File: src/rtl/seg7_bus_monitor.sv
// Reads back a multiplexed 7-segment display bus: synchronises anode/segment lines,
// waits for a stable (digit, pattern) pair and shadows the decoded digit per position.
module seg7_bus_monitor #(
  parameter int unsigned NUM_DIGITS       = 8,
  parameter int unsigned STABLE_CYCLES    = 4,
  parameter bit          ANODE_ACTIVE_LOW = 1'b1
) (
  input  logic                      clk,
  input  logic                      rst,
  input  logic [NUM_DIGITS-1:0]     an_in,
  input  logic [0:6]                seg_in,
  output logic [4*NUM_DIGITS-1:0]   digit_code,
  output logic [NUM_DIGITS-1:0]     digit_valid,
  output logic [NUM_DIGITS-1:0]     digit_bad,
  output logic                      frame_done,
  output logic                      err_multi_anode
);

  localparam int unsigned IdxW = (NUM_DIGITS > 1) ? $clog2(NUM_DIGITS) : 1;
  localparam int unsigned CntW = $clog2(STABLE_CYCLES + 1);
  // Raw anode level meaning "nothing selected"
  localparam logic [NUM_DIGITS-1:0] AnIdle = {NUM_DIGITS{ANODE_ACTIVE_LOW}};

  typedef enum logic [1:0] {StIdle, StDwell, StHeld} state_e;

  // Returns {bad, code}; patterns are abcdefg, active-low
  function automatic logic [4:0] decode(input logic [0:6] p);
    case (p)
      7'b0000001: decode = 5'h00;
      7'b1001111: decode = 5'h01;
      7'b0010010: decode = 5'h02;
      7'b0000110: decode = 5'h03;
      7'b1001100: decode = 5'h04;
      7'b0100100: decode = 5'h05;
      7'b0100000: decode = 5'h06;
      7'b0001111: decode = 5'h07;
      7'b0000000: decode = 5'h08;
      7'b0000100: decode = 5'h09;
      7'b1111110: decode = 5'h0A;
      7'b1111111: decode = 5'h0F;
      default:    decode = 5'h1E;
    endcase
  endfunction

  logic [NUM_DIGITS-1:0]   an_s1_q, an_s2_q;
  logic [0:6]              seg_s1_q, seg_s2_q;
  state_e                  state_q, state_d;
  logic [CntW-1:0]         cnt_q, cnt_d;
  logic [IdxW-1:0]         idx_q, idx_d;
  logic [0:6]              pat_q, pat_d;
  logic                    commit_q, commit_d;
  logic [4*NUM_DIGITS-1:0] code_q, code_d;
  logic [NUM_DIGITS-1:0]   valid_q, valid_d;
  logic [NUM_DIGITS-1:0]   bad_q, bad_d;
  logic [NUM_DIGITS-1:0]   mask_q, mask_d;
  logic                    frame_q, frame_d;
  logic                    err_q, err_d;

  logic [NUM_DIGITS-1:0]   an_norm;
  logic [3:0]              n_active;
  logic [IdxW-1:0]         sel_idx;
  logic                    sel_valid, multi, same;
  logic [NUM_DIGITS-1:0]   commit_bit;
  logic [4:0]              dec;

  // Normalise anodes to active-high and find the single selected digit
  always_comb begin
    an_norm  = ANODE_ACTIVE_LOW ? ~an_s2_q : an_s2_q;
    n_active = 4'd0;
    sel_idx  = '0;
    for (int i = 0; i < NUM_DIGITS; i++) begin
      if (an_norm[i]) begin
        n_active = n_active + 4'd1;
        sel_idx  = IdxW'(i);
      end
    end
    sel_valid = (n_active == 4'd1);
    multi     = (n_active > 4'd1);
  end

  // Stability FSM: count identical samples, flag a single commit per dwell
  always_comb begin
    state_d  = state_q;
    cnt_d    = cnt_q;
    idx_d    = idx_q;
    pat_d    = pat_q;
    commit_d = 1'b0;
    same     = (sel_idx == idx_q) && (seg_s2_q == pat_q);
    if (!sel_valid) begin
      state_d = StIdle;
      cnt_d   = '0;
    end else if (state_q == StIdle || !same) begin
      idx_d = sel_idx;
      pat_d = seg_s2_q;
      cnt_d = CntW'(1);
      if (STABLE_CYCLES == 1) begin
        state_d  = StHeld;
        commit_d = 1'b1;
      end else begin
        state_d = StDwell;
      end
    end else if (state_q == StDwell) begin
      cnt_d = cnt_q + CntW'(1);
      if (cnt_d == CntW'(STABLE_CYCLES)) begin
        state_d  = StHeld;
        commit_d = 1'b1;
      end
    end
  end

  // Apply a flagged commit (idx_q/pat_q still hold the committed pair) and track the frame
  always_comb begin
    code_d     = code_q;
    valid_d    = valid_q;
    bad_d      = bad_q;
    err_d      = err_q | multi;
    commit_bit = '0;
    dec        = decode(pat_q);
    if (commit_q) begin
      code_d[4*idx_q +: 4] = dec[3:0];
      valid_d[idx_q]       = 1'b1;
      bad_d[idx_q]         = dec[4];
      commit_bit[idx_q]    = 1'b1;
    end
    // A commit landing on the clear edge seeds the next frame
    if (&mask_q) begin
      frame_d = 1'b1;
      mask_d  = commit_bit;
    end else begin
      frame_d = 1'b0;
      mask_d  = mask_q | commit_bit;
    end
  end

  // State registers with synchronous reset
  always_ff @(posedge clk) begin
    if (rst) begin
      an_s1_q  <= AnIdle;
      an_s2_q  <= AnIdle;
      seg_s1_q <= 7'b1111111;
      seg_s2_q <= 7'b1111111;
      state_q  <= StIdle;
      cnt_q    <= '0;
      idx_q    <= '0;
      pat_q    <= 7'b1111111;
      commit_q <= 1'b0;
      code_q   <= '1;
      valid_q  <= '0;
      bad_q    <= '0;
      mask_q   <= '0;
      frame_q  <= 1'b0;
      err_q    <= 1'b0;
    end else begin
      an_s1_q  <= an_in;
      an_s2_q  <= an_s1_q;
      seg_s1_q <= seg_in;
      seg_s2_q <= seg_s1_q;
      state_q  <= state_d;
      cnt_q    <= cnt_d;
      idx_q    <= idx_d;
      pat_q    <= pat_d;
      commit_q <= commit_d;
      code_q   <= code_d;
      valid_q  <= valid_d;
      bad_q    <= bad_d;
      mask_q   <= mask_d;
      frame_q  <= frame_d;
      err_q    <= err_d;
    end
  end

  assign digit_code      = code_q;
  assign digit_valid     = valid_q;
  assign digit_bad       = bad_q;
  assign frame_done      = frame_q;
  assign err_multi_anode = err_q;

endmodule

File: config.mk
export PLATFORM = sky130hd
export DESIGN_NAME = seg7_bus_monitor
export DESIGN_NICKNAME = d
export VERILOG_FILES = /design/src/rtl/seg7_bus_monitor.sv
export SDC_FILE = /design/constraint.sdc
export NUM_CORES = 1
export LEC_CHECK = 0
export ABC_AREA = 1
export CORE_MARGIN = 3
export CORE_UTILIZATION = 40
export CTS_BUF_LIST = sky130_fd_sc_hd__clkbuf_4 sky130_fd_sc_hd__clkbuf_8 sky130_fd_sc_hd__clkbuf_16
export CTS_CLUSTER_DIAMETER = 120
export DETAILED_ROUTE_END_ITERATION = 7
export GPL_TIMING_DRIVEN = 0
export SLEW_MARGIN = 20
export SYNTH_ARGS = -nofsm -noshare
export SYNTH_HDL_FRONTEND = slang
export SYNTH_SLANG_ARGS = --single-unit
File: constraint.sdc
create_clock -name clk -period 3.31 [get_ports clk]
set_input_delay 0.662 -clock clk [delete_from_list [all_inputs] [get_ports clk]]
set_output_delay 0.662 -clock clk [all_outputs]
set_load 0.05 [all_outputs]
==> out/results.txt, run 1 <==
failing checks - negative setup slack
sequential fraction of the synthesis area - 41.9%
Placement Cell Area - 5860 sq um
first-pass GRT wire length - 20700 um
final-stage net count - 828
hold crit path type - flip-flop to flip-flop
EDFF count, synth - 0
gr ovfl total - 0
Root Driver - clkbuf_16
CP Data Arrival Time - 3.54 ns
crit-path max FO - 5
Top Ports - 67
share of cells above drive strength 1 - 19.3%
syn_nets - 724
router iterations before antenna repair - 5
Final Non-Filler Cells - 968
Post-DRT Antenna Nets - 0
die extent in y - 117 um
ant diodes - 0
CTS buffer count - 9
post-DP HPWL - 8900 um
largest family of logic cells by synthesized area - simple AND/OR/NAND/NOR gates
reg2reg end - pat_q[4]$_SDFFE_PP1P_
final wirelength - 12400 um
clk buf depth - 2
H-tree depth - 3
Synth Cell Area - 4970 sq um
ys async rst share - 0%
clock latency on the worst-skew pair - 0.35 ns
die extent in x - 117 um
P per Cell Area - 470 nW/um^2
Max transition margin - 55.7%
Worst Setup SP - an_s2_q[1]$_SDFF_PP1_
Ys Warns - 0
mux cell area share after synthesis - 0.202%
RSZ-0062 raised after global routing - true
Synth Register Bits - 104
XOR/XNOR Fraction of Synth Area - 0.529%
peak supply drop - 251 uV
TNS Setup - -0.000506 ns
Slew Limit Fails - 0
Reg2Reg Depth - 25
initial core utilization - 41.2%
Final Power - 3.11 mW
DRT iter0 DRCs - 286
CP Launch Type - flip-flop
vias - 4731
Synth cell types - 38
R2R Setup Slk - -0.0005 ns
Synth Instances - 692
total track usage - 18.0%
Yosys top cell area share - 41.9%
Rows - 40
core area - 12100 sq um
worst r2r src - an_s2_q[1]$_SDFF_PP1_
per-cell routed wire length - 12.8 um
post-route cell area - 6610 sq um
final hold viol count - 0
maxcap violations - 0
post-synth top area cell - dfxtp_1
post-synthesis simple-gate area fraction - 37.5%
CTS tree - yes
hold buffers post-CTS - 0
pre-CTS WS - -0.417 ns
clock tree sinks - 104
Final min period - 3.31 ns
highest clock rate - 0.302 GHz
Worst-path clk slew - 0.07 ns
# fillers - 1174
Die Area - 13800 sq um
placed insts - 925
I/O Buffers - 65
placer congestion estimate - 0.888
DR vias/cell - 4.89
Main synth FF type - dfxtp_1
Fin Clk Skew - 0.00908 ns
Setup WS post-layout - -0.000506 ns
Compound-Gate Fraction of Synth Area - 8.52%
Setup CP Type - flip-flop to flip-flop
Avg Inst Size Synth - 7.18 sq um
DRC - 0
Setup crit end - pat_q[4]$_SDFFE_PP1P_
synth top area cells - dfxtp_1 (42%), nand2_1 (12%), nor2_1 (6.8%), inv_1 (5.7%), a21oi_1 (5.4%)
Area Overhead vs Synth - 33.1%
worst slew pin tran - 0.664 ns
critical path required time - 3.54 ns
P_leak - 2.87 nW
status - finished with violations
largest net degree at the start of global routing - 18
Synth Area in Adders - 3.78%
Final setup violation count - 1
Final period util - 100%
initial antenna violation count - 0
Worst Setup End Kind - flip-flop
number of global-route vias before repair - 4512
==> critical path, stage by stage (launching register included) <==
cell and delay (ns):
dfxtp_2 0.34, inv_2 0.06, ha_4 0.29, nand2_4 0.07, nand2_4 0.08, inv_4 0.05
ha_4 0.23, or2_4 0.24, nand2_4 0.07, nand2_2 0.05, nand3_2 0.07, nand2_4 0.07
ha_4 0.21, or2_4 0.23, nand2_4 0.07, nand3_2 0.06, nand2_2 0.07, nand2_2 0.06
nand2_4 0.09, nand2_2 0.06, nand2_2 0.09, nand2_2 0.07, nor2_4 0.23, nand3_4 0.15
nand2_2 0.11, nand3_2 0.05
==> registers in the layout, summed over array words and instances, names as in the netlist <==
| name | count |
|---|---|
| digit_code | 32 |
| an_s1_q | 8 |
| an_s2_q | 8 |
| digit_bad | 8 |
| digit_valid | 8 |
| mask_q | 8 |
| pat_q | 7 |
| seg_s1_q | 7 |
| seg_s2_q | 7 |
| cnt_q | 3 |
| idx_q | 3 |
| state_q | 2 |
| commit_q | 1 |
| err_multi_anode | 1 |
| frame_done | 1 |
==> routing by layer <==
metal	up-vias	wire length [um]	global-route usage, %
met5	-	0	0
met4	0	172	6.67
met3	15	504	3.91
met2	106	5980	30.5
met1	2183	5750	22.5
li1	2427	-	-
==> cell type report <==
cell class,count,area [sq um],share of cell area [%]
Clock inverter,6,70.1,1.06
Timing Repair Buffer,92,881,13.3
Inverter,78,298,4.50
Multi-Input combinational cell,493,2770,41.8
Tap cell,168,210,3.18
Buffer,18,77.6,1.17
Sequential cell,104,2080,31.5
Clock buffer,9,225,3.41
==> power breakdown <==
part	switching [mW]	leakage [nW]	internal [mW]
registers	0.0397	0.848	1.29
clock network	0.482	0.139	0.587
logic	0.445	1.88	0.259
total	0.966	2.87	2.14
==> logic make-up (layout without fill, tap and decap cells) <==
group / Yosys count / in the layout
buffers and inverters: 96 / 203
adders and majority gates: 15 / 15
and+or+nand+nor: 393 / 394
muxes: 1 / 1
xor gates and xnor gates: 3 / 3
AOI/OAI and AO/OA: 80 / 80
DFF: 104 / 104
==> worst min-delay path by stage <==
stage                                 startpoint                endpoint  slack [ns]  cells after the start
after floorplan            an_s1_q[0]$_SDFF_PP1_   an_s2_q[0]$_SDFF_PP1_        0.39                      1
after global placement    seg_s1_q[1]$_SDFF_PP1_  seg_s2_q[1]$_SDFF_PP1_        0.39                      1
after detailed placement   an_s1_q[3]$_SDFF_PP1_   an_s2_q[3]$_SDFF_PP1_        0.39                      1
after CTS                  an_s1_q[6]$_SDFF_PP1_   an_s2_q[6]$_SDFF_PP1_        0.40                      1
after global routing       an_s1_q[6]$_SDFF_PP1_   an_s2_q[6]$_SDFF_PP1_        0.41                      1
final                      an_s1_q[6]$_SDFF_PP1_   an_s2_q[6]$_SDFF_PP1_        0.40                      1
==> cell usage after synthesis, types with 4 or more instances <==
cell type and n:
a21oi_1 54, clkbuf_1 13, dfxtp_1 104, ha_1 15, inv_1 75, nand2_1 154, nand2_2 9, nand2_4 5
nand3_1 53, nand4_1 13, nor2_1 90, nor3_1 7, nor3b_1 4, nor4_1 7, o21ai_0 17, or2_2 35
==> placed cells by master, fill, tap and decap left out, drive strengths merged, types with 3 or more instances in the layout <==
cell           count
nor4               7
nand2            168
nor3b              4
nor2              95
clkbuf            22
nand4             13
nor3               8
xor2               3
clkdlybuf4s50     65
ha                15
o21ai             18
buf               32
clkinv             3
a21oi             54
or2               36
inv               78
dfxtp            104
nand3             60
==> stage by stage <==
step                utilization (%)  hold WS [ns]
finish                         54.8         0.399
global route                   54.8         0.413
CTS                            53.5         0.401
detailed placement             48.6         0.392
global placement               48.6         0.393
floorplan                         -         0.389
==> timing repair <==
item                                    4_1_cts  5_1_grt
cloned                                        1        0
endpoints found under the setup margin       17       17
pin swaps                                    28       26
gates resized for setup                      28       32
setup buffers                                23        5
Note: power is estimated with default switching activity, not from simulation.
==> run 2: changes to the inputs <==
--- a/config.mk
+++ b/config.mk
@@ -8,7 +8,7 @@
 export ABC_AREA = 1
 export CORE_MARGIN = 3
 export CORE_UTILIZATION = 40
-export CTS_BUF_LIST = sky130_fd_sc_hd__clkbuf_4 sky130_fd_sc_hd__clkbuf_8 sky130_fd_sc_hd__clkbuf_16
+export CTS_BUF_LIST = sky130_fd_sc_hd__clkbuf_8
 export CTS_CLUSTER_DIAMETER = 120
 export DETAILED_ROUTE_END_ITERATION = 7
 export GPL_TIMING_DRIVEN = 0
==> run 2 against run 1 <==
The flow still finishes with violations (negative setup slack). Clock skew up 0.0069 ns. Combinational power up 2%. Worst hold slack better by 0.0038 ns. Sequential share of layout area up 0.078 points. Non-clock buffer count unchanged. Cell count unchanged. Register-to-register slack worse by 0.04 ns. First-iteration DRC count up 15%. Wire length down 0.76%. Largest power group unchanged.
==> out/results.txt, run 2 (synthesis results as in run 1) <==
reg2reg end - pat_q[4]$_SDFFE_PP1P_
Fin Clk Skew - 0.0159 ns
Register Area - 2080 sq um
router iterations before antenna repair - 5
post-DP HPWL - 8900 um
clk buf depth - 2
Die Area - 13800 sq um
CP Launch Type - flip-flop
R2R Setup Slk - -0.05 ns
Final period util - 101%
DRC - 0
hold buffers post-CTS - 0
Final min period - 3.36 ns
maxcap violations - 0
Hold WS - 0.403 ns
CTS buffer count - 9
final-stage net count - 828
Final setup violation count - 9
max FFs per register - 32
peak supply drop - 277 uV
Post-DRT Antenna Nets - 0
DRT iter0 DRCs - 328
H-tree depth - 3
initial antenna violation count - 0
die extent in y - 117 um
met3 GRT Util - 3.28%
commonest cells after routing, fill and taps aside - nand2_1 (129), dfxtp_1 (102), nor2_1 (90)
P_leak - 2.85 nW
CTS tree - yes
vias - 4762
largest net degree at the start of global routing - 18
per-cell routed wire length - 12.7 um
# fillers - 1170
I/O Buffers - 65
final wirelength - 12300 um
highest clock rate - 0.298 GHz
worst slew pin tran - 0.655 ns
crit-path max FO - 6
Setup WS post-layout - -0.0451 ns
area occupied by multi-input gates - 2850 sq um
placer congestion estimate - 0.888
Final Power - 2.85 mW
initial core utilization - 41.2%
Slew Limit Fails - 0
Top Ports - 67
share of cells above drive strength 1 - 21.0%
Worst Setup SP - an_s2_q[0]$_SDFF_PP1_
Area Overhead vs Synth - 32.8%
DR vias/cell - 4.92
final hold viol count - 0
failing checks - negative setup slack
first-pass GRT wire length - 20500 um
clock latency on the worst-skew pair - 0.39 ns
Setup crit end - pat_q[4]$_SDFFE_PP1P_
hold crit path type - flip-flop to flip-flop
core area - 12100 sq um
status - finished with violations
worst r2r src - an_s2_q[0]$_SDFF_PP1_
Setup CP Type - flip-flop to flip-flop
ant diodes - 0
critical path required time - 3.56 ns
P per Cell Area - 433 nW/um^2
Hold Path Origin - an_s1_q[6]$_SDFF_PP1_
most common cell after layout, fill and taps aside - nand2_1
Worst-path clk slew - 0.10 ns
Rows - 40
global-route met2 utilization - 29.9%
total track usage - 17.8%
die extent in x - 117 um
Reg2Reg Depth - 26
gr ovfl total - 0
GR peak layer - met2
CP Data Arrival Time - 3.61 ns
Worst Setup End Kind - flip-flop
number of global-route vias before repair - 4463
clock tree sinks - 104
GR Util met1 - 22.5%
RSZ-0062 raised after global routing - true
Max transition margin - 56.3%
Root Driver - clkbuf_8
-- run 2: layout make-up --
class	count	area share, %
buffer	18	1.18
clock inverter	6	1.06
tap	168	3.19
multi-input combinational	493	43.2
sequential	104	31.6
timing repair buffer	92	13.4
clock buffer	9	1.88
inverter	78	4.52
-- run 2: how the worst min path moves through the flow --
stage | endpoint | depth (start not counted)
floorplan | an_s2_q[0]$_SDFF_PP1_ | 1
global route | an_s2_q[6]$_SDFF_PP1_ | 1
finish | an_s2_q[6]$_SDFF_PP1_ | 1
global placement | seg_s2_q[1]$_SDFF_PP1_ | 1
detailed placement | an_s2_q[3]$_SDFF_PP1_ | 1
CTS | an_s2_q[6]$_SDFF_PP1_ | 1
-- run 2: critical path, stage by stage (launching register included) --
cell,delay (ns)
dfxtp_2,0.36
inv_2,0.06
ha_4,0.25
inv_2,0.07
nand2_4,0.05
nand2_4,0.07
inv_4,0.05
ha_4,0.23
or2_4,0.24
nand2_4,0.07
nand2_2,0.05
nand3_2,0.06
nand2_2,0.08
ha_4,0.22
or2_4,0.23
nand2_4,0.07
nand3_2,0.06
nand2_2,0.09
nand2_4,0.06
nand2_4,0.09
nand2_4,0.06
nand2_4,0.09
nand2_4,0.06
nor2_4,0.23
nand3_4,0.17
nand2_2,0.10
nand3_2,0.06
-- run 2: power by group --
| group | total (mW) | switching [mW] | internal (mW) |
|---|---|---|---|
| clock network | 0.800 | 0.449 | 0.351 |
| logic | 0.720 | 0.455 | 0.266 |
| registers | 1.33 | 0.0399 | 1.29 |
-- run 2: layer usage --
layer | vias to the layer above | routed length [um]
met5 | - | 0
met4 | 0 | 233
met3 | 19 | 532
met2 | 108 | 5890
met1 | 2211 | 5650
li1 | 2424 | -
-- run 2: stage by stage --
| step | worst slack, ns | TNS (ns) | util, % | instances | area, sq um |
|---|---|---|---|---|---|
| after floorplan | 0.0155 | 0 | - | 692 | 5000 |
| after global placement | -0.331 | -4.61 | 48.6 | 925 | 5860 |
| after detailed placement | -0.417 | -6.09 | 48.6 | 925 | 5860 |
| after CTS | -0.0377 | -0.178 | 52.7 | 962 | 6360 |
| after global routing | -0.227 | -3.07 | 54.7 | 968 | 6600 |
| final | -0.0451 | -0.274 | 54.7 | 968 | 6600 |
-- run 2: timing repair --
action | CTS | global route
endpoints found under the setup margin | 17 | 17
pin swaps | 32 | 36
gates resized for setup | 35 | 46
cloned | 1 | 0
buffers inserted | 21 | 7
==> run 3: changes to the inputs <==
--- a/config.mk
+++ b/config.mk
@@ -6,7 +6,7 @@
 export NUM_CORES = 1
 export LEC_CHECK = 0
 export ABC_AREA = 1
-export CORE_MARGIN = 3
+export CORE_MARGIN = 10
 export CORE_UTILIZATION = 40
 export CTS_BUF_LIST = sky130_fd_sc_hd__clkbuf_8
 export CTS_CLUSTER_DIAMETER = 120
==> run 3 against run 2 <==
The run still ends with negative setup slack left. Power rose by 1.4%. Critical path depth is 1 lower. Die area increased by 25%. Cell count shrank 1.0%. Via count shrank 3.3%. Clock power is 8.9% higher.
==> out/results.txt, run 3 (synthesis results as in run 1) <==
Setup WS post-layout - -0.0716 ns
final hold viol count - 0
largest net degree at the start of global routing - 17
DRC - 0
failing checks - negative setup slack
commonest cells after routing, fill and taps aside - nand2_1 (128), dfxtp_1 (102), nor2_1 (89)
Root Driver - clkbuf_8
number of global-route vias before repair - 4383
Final Power - 2.89 mW
Final min period - 3.38 ns
per-cell routed wire length - 13.2 um
worst slew pin tran - 0.689 ns
Top Ports - 67
die extent in x - 131 um
Area Overhead vs Synth - 30.8%
CTS tree - yes
final wirelength - 12600 um
Worst-path clk slew - 0.10 ns
Worst Setup End Kind - flip-flop
CP Launch Type - flip-flop
hold buffers post-CTS - 0
H-tree depth - 3
DRT iter0 DRCs - 267
Worst path slowest cell - dfxtp_2
CP Data Arrival Time - 3.71 ns
Die Area - 17300 sq um
Max transition margin - 54.1%
gr ovfl total - 0
status - finished with violations
ant diodes - 0
Critical Path Max Stage Delay - 0.35 ns
die extent in y - 131 um
pre-CTS WS - -0.445 ns
initial antenna violation count - 0
Final period util - 102%
DR vias/cell - 4.81
# fillers - 1146
CP most frequent cell - nand2_4
share of cells above drive strength 1 - 19.5%
Slew Limit Fails - 0
Rows - 40
highest clock rate - 0.296 GHz
clock latency on the worst-skew pair - 0.38 ns
router iterations before antenna repair - 5
placer congestion estimate - 0.880
total track usage - 14.5%
most common cell after layout, fill and taps aside - nand2_1
P per Cell Area - 445 nW/um^2
post-DP HPWL - 9340 um
Post-DRT Antenna Nets - 0
clk buf depth - 2
initial core utilization - 41.2%
maxcap violations - 0
hold crit path type - flip-flop to flip-flop
crit-path max FO - 3
Fin Clk Skew - 0.0137 ns
CTS buffer count - 9
RSZ-0062 raised after global routing - true
critical path required time - 3.64 ns
I/O Buffers - 65
final-stage net count - 818
Final setup violation count - 12
P_leak - 2.82 nW
vias - 4604
first-pass GRT wire length - 21100 um
max FFs per register - 32
Setup CP Type - flip-flop to flip-flop
peak supply drop - 377 uV
core area - 12100 sq um
clock tree sinks - 104
==> run 3: changes by cell type in the layout (fill, tap and decap cells not counted), sizes merged <==
cell      change
buf          -11
bufinv        +1
clkbuf        +1
clkinv        -1
clkinvlp      -2
inv           +1
nor2          +1
==> run 3: cell type report <==
| class | instances | area, sq um | share of cell area (%) |
|---|---|---|---|
| multi-input cells | 494 | 2820 | 43.4 |
| flip-flops and latches | 104 | 2080 | 32.1 |
| repair buffers | 81 | 786 | 12.1 |
| inverters | 78 | 298 | 4.58 |
| well taps | 168 | 210 | 3.24 |
| clock buffers | 10 | 138 | 2.12 |
| clock inverters | 5 | 81.3 | 1.25 |
| plain buffers | 18 | 77.6 | 1.19 |
==> run 3: final timing paths <==
| check | start | endpoint | slack (ns) | cells after the start |
|---|---|---|---|---|
| hold / removal | seg_s1_q[4]$_SDFF_PP1_ | seg_s2_q[4]$_SDFF_PP1_ | 0.40 | 1 |
| setup reg to reg | an_s2_q[1]$_SDFF_PP1_ | cnt_q[1]$_SDFFE_PP0P_ | -0.07 | 25 |
| setup / recovery | an_s2_q[1]$_SDFF_PP1_ | cnt_q[1]$_SDFFE_PP0P_ | -0.07 | 25 |
| hold reg to reg | seg_s1_q[4]$_SDFF_PP1_ | seg_s2_q[4]$_SDFF_PP1_ | 0.40 | 1 |
==> run 3: power breakdown <==
group | internal (mW) | total (mW) | switching [mW]
Combinational | 0.241 | 0.686 | 0.445
Sequential | 1.29 | 1.34 | 0.0417
Clock | 0.444 | 0.871 | 0.428
Total | 1.98 | 2.89 | 0.915
==> run 3: repair_timing <==
item / in CTS / in global routing
endpoints found under the setup margin: 17 / 17
gates resized for setup: 31 / 46
endpoints found under the hold margin: 0 / 0
cloned: 2 / 0
pin swaps: 31 / 35
setup buffers: 13 / 4
==> run 3: critical path, delay by kind of cell, from the launching register on <==
kind	cells	cell delay, ns
and+or+nand+nor	18	1.92
adders and majority gates	3	0.75
DFF	1	0.35
buffers and inverters	4	0.31
==> run 3: layer usage <==
metal  GRT usage [%]  routed length (um)
met5               0                   0
met2            24.4                6050
met3            3.51                 519
met4            4.70                 192
met1            17.7                5880
==> run 3: per-stage QoR <==
step	std cells	TNS [ns]	util [%]	area, sq um	hold slack [ns]
final	958	-0.476	53.9	6500	0.404
after global routing	958	-3.71	53.9	6500	0.429
after CTS	955	-0.00254	52.4	6310	0.414
after detailed placement	925	-6.12	48.6	5860	0.394
after global placement	925	-4.72	48.6	5860	0.392
after floorplan	692	0	-	5000	0.389
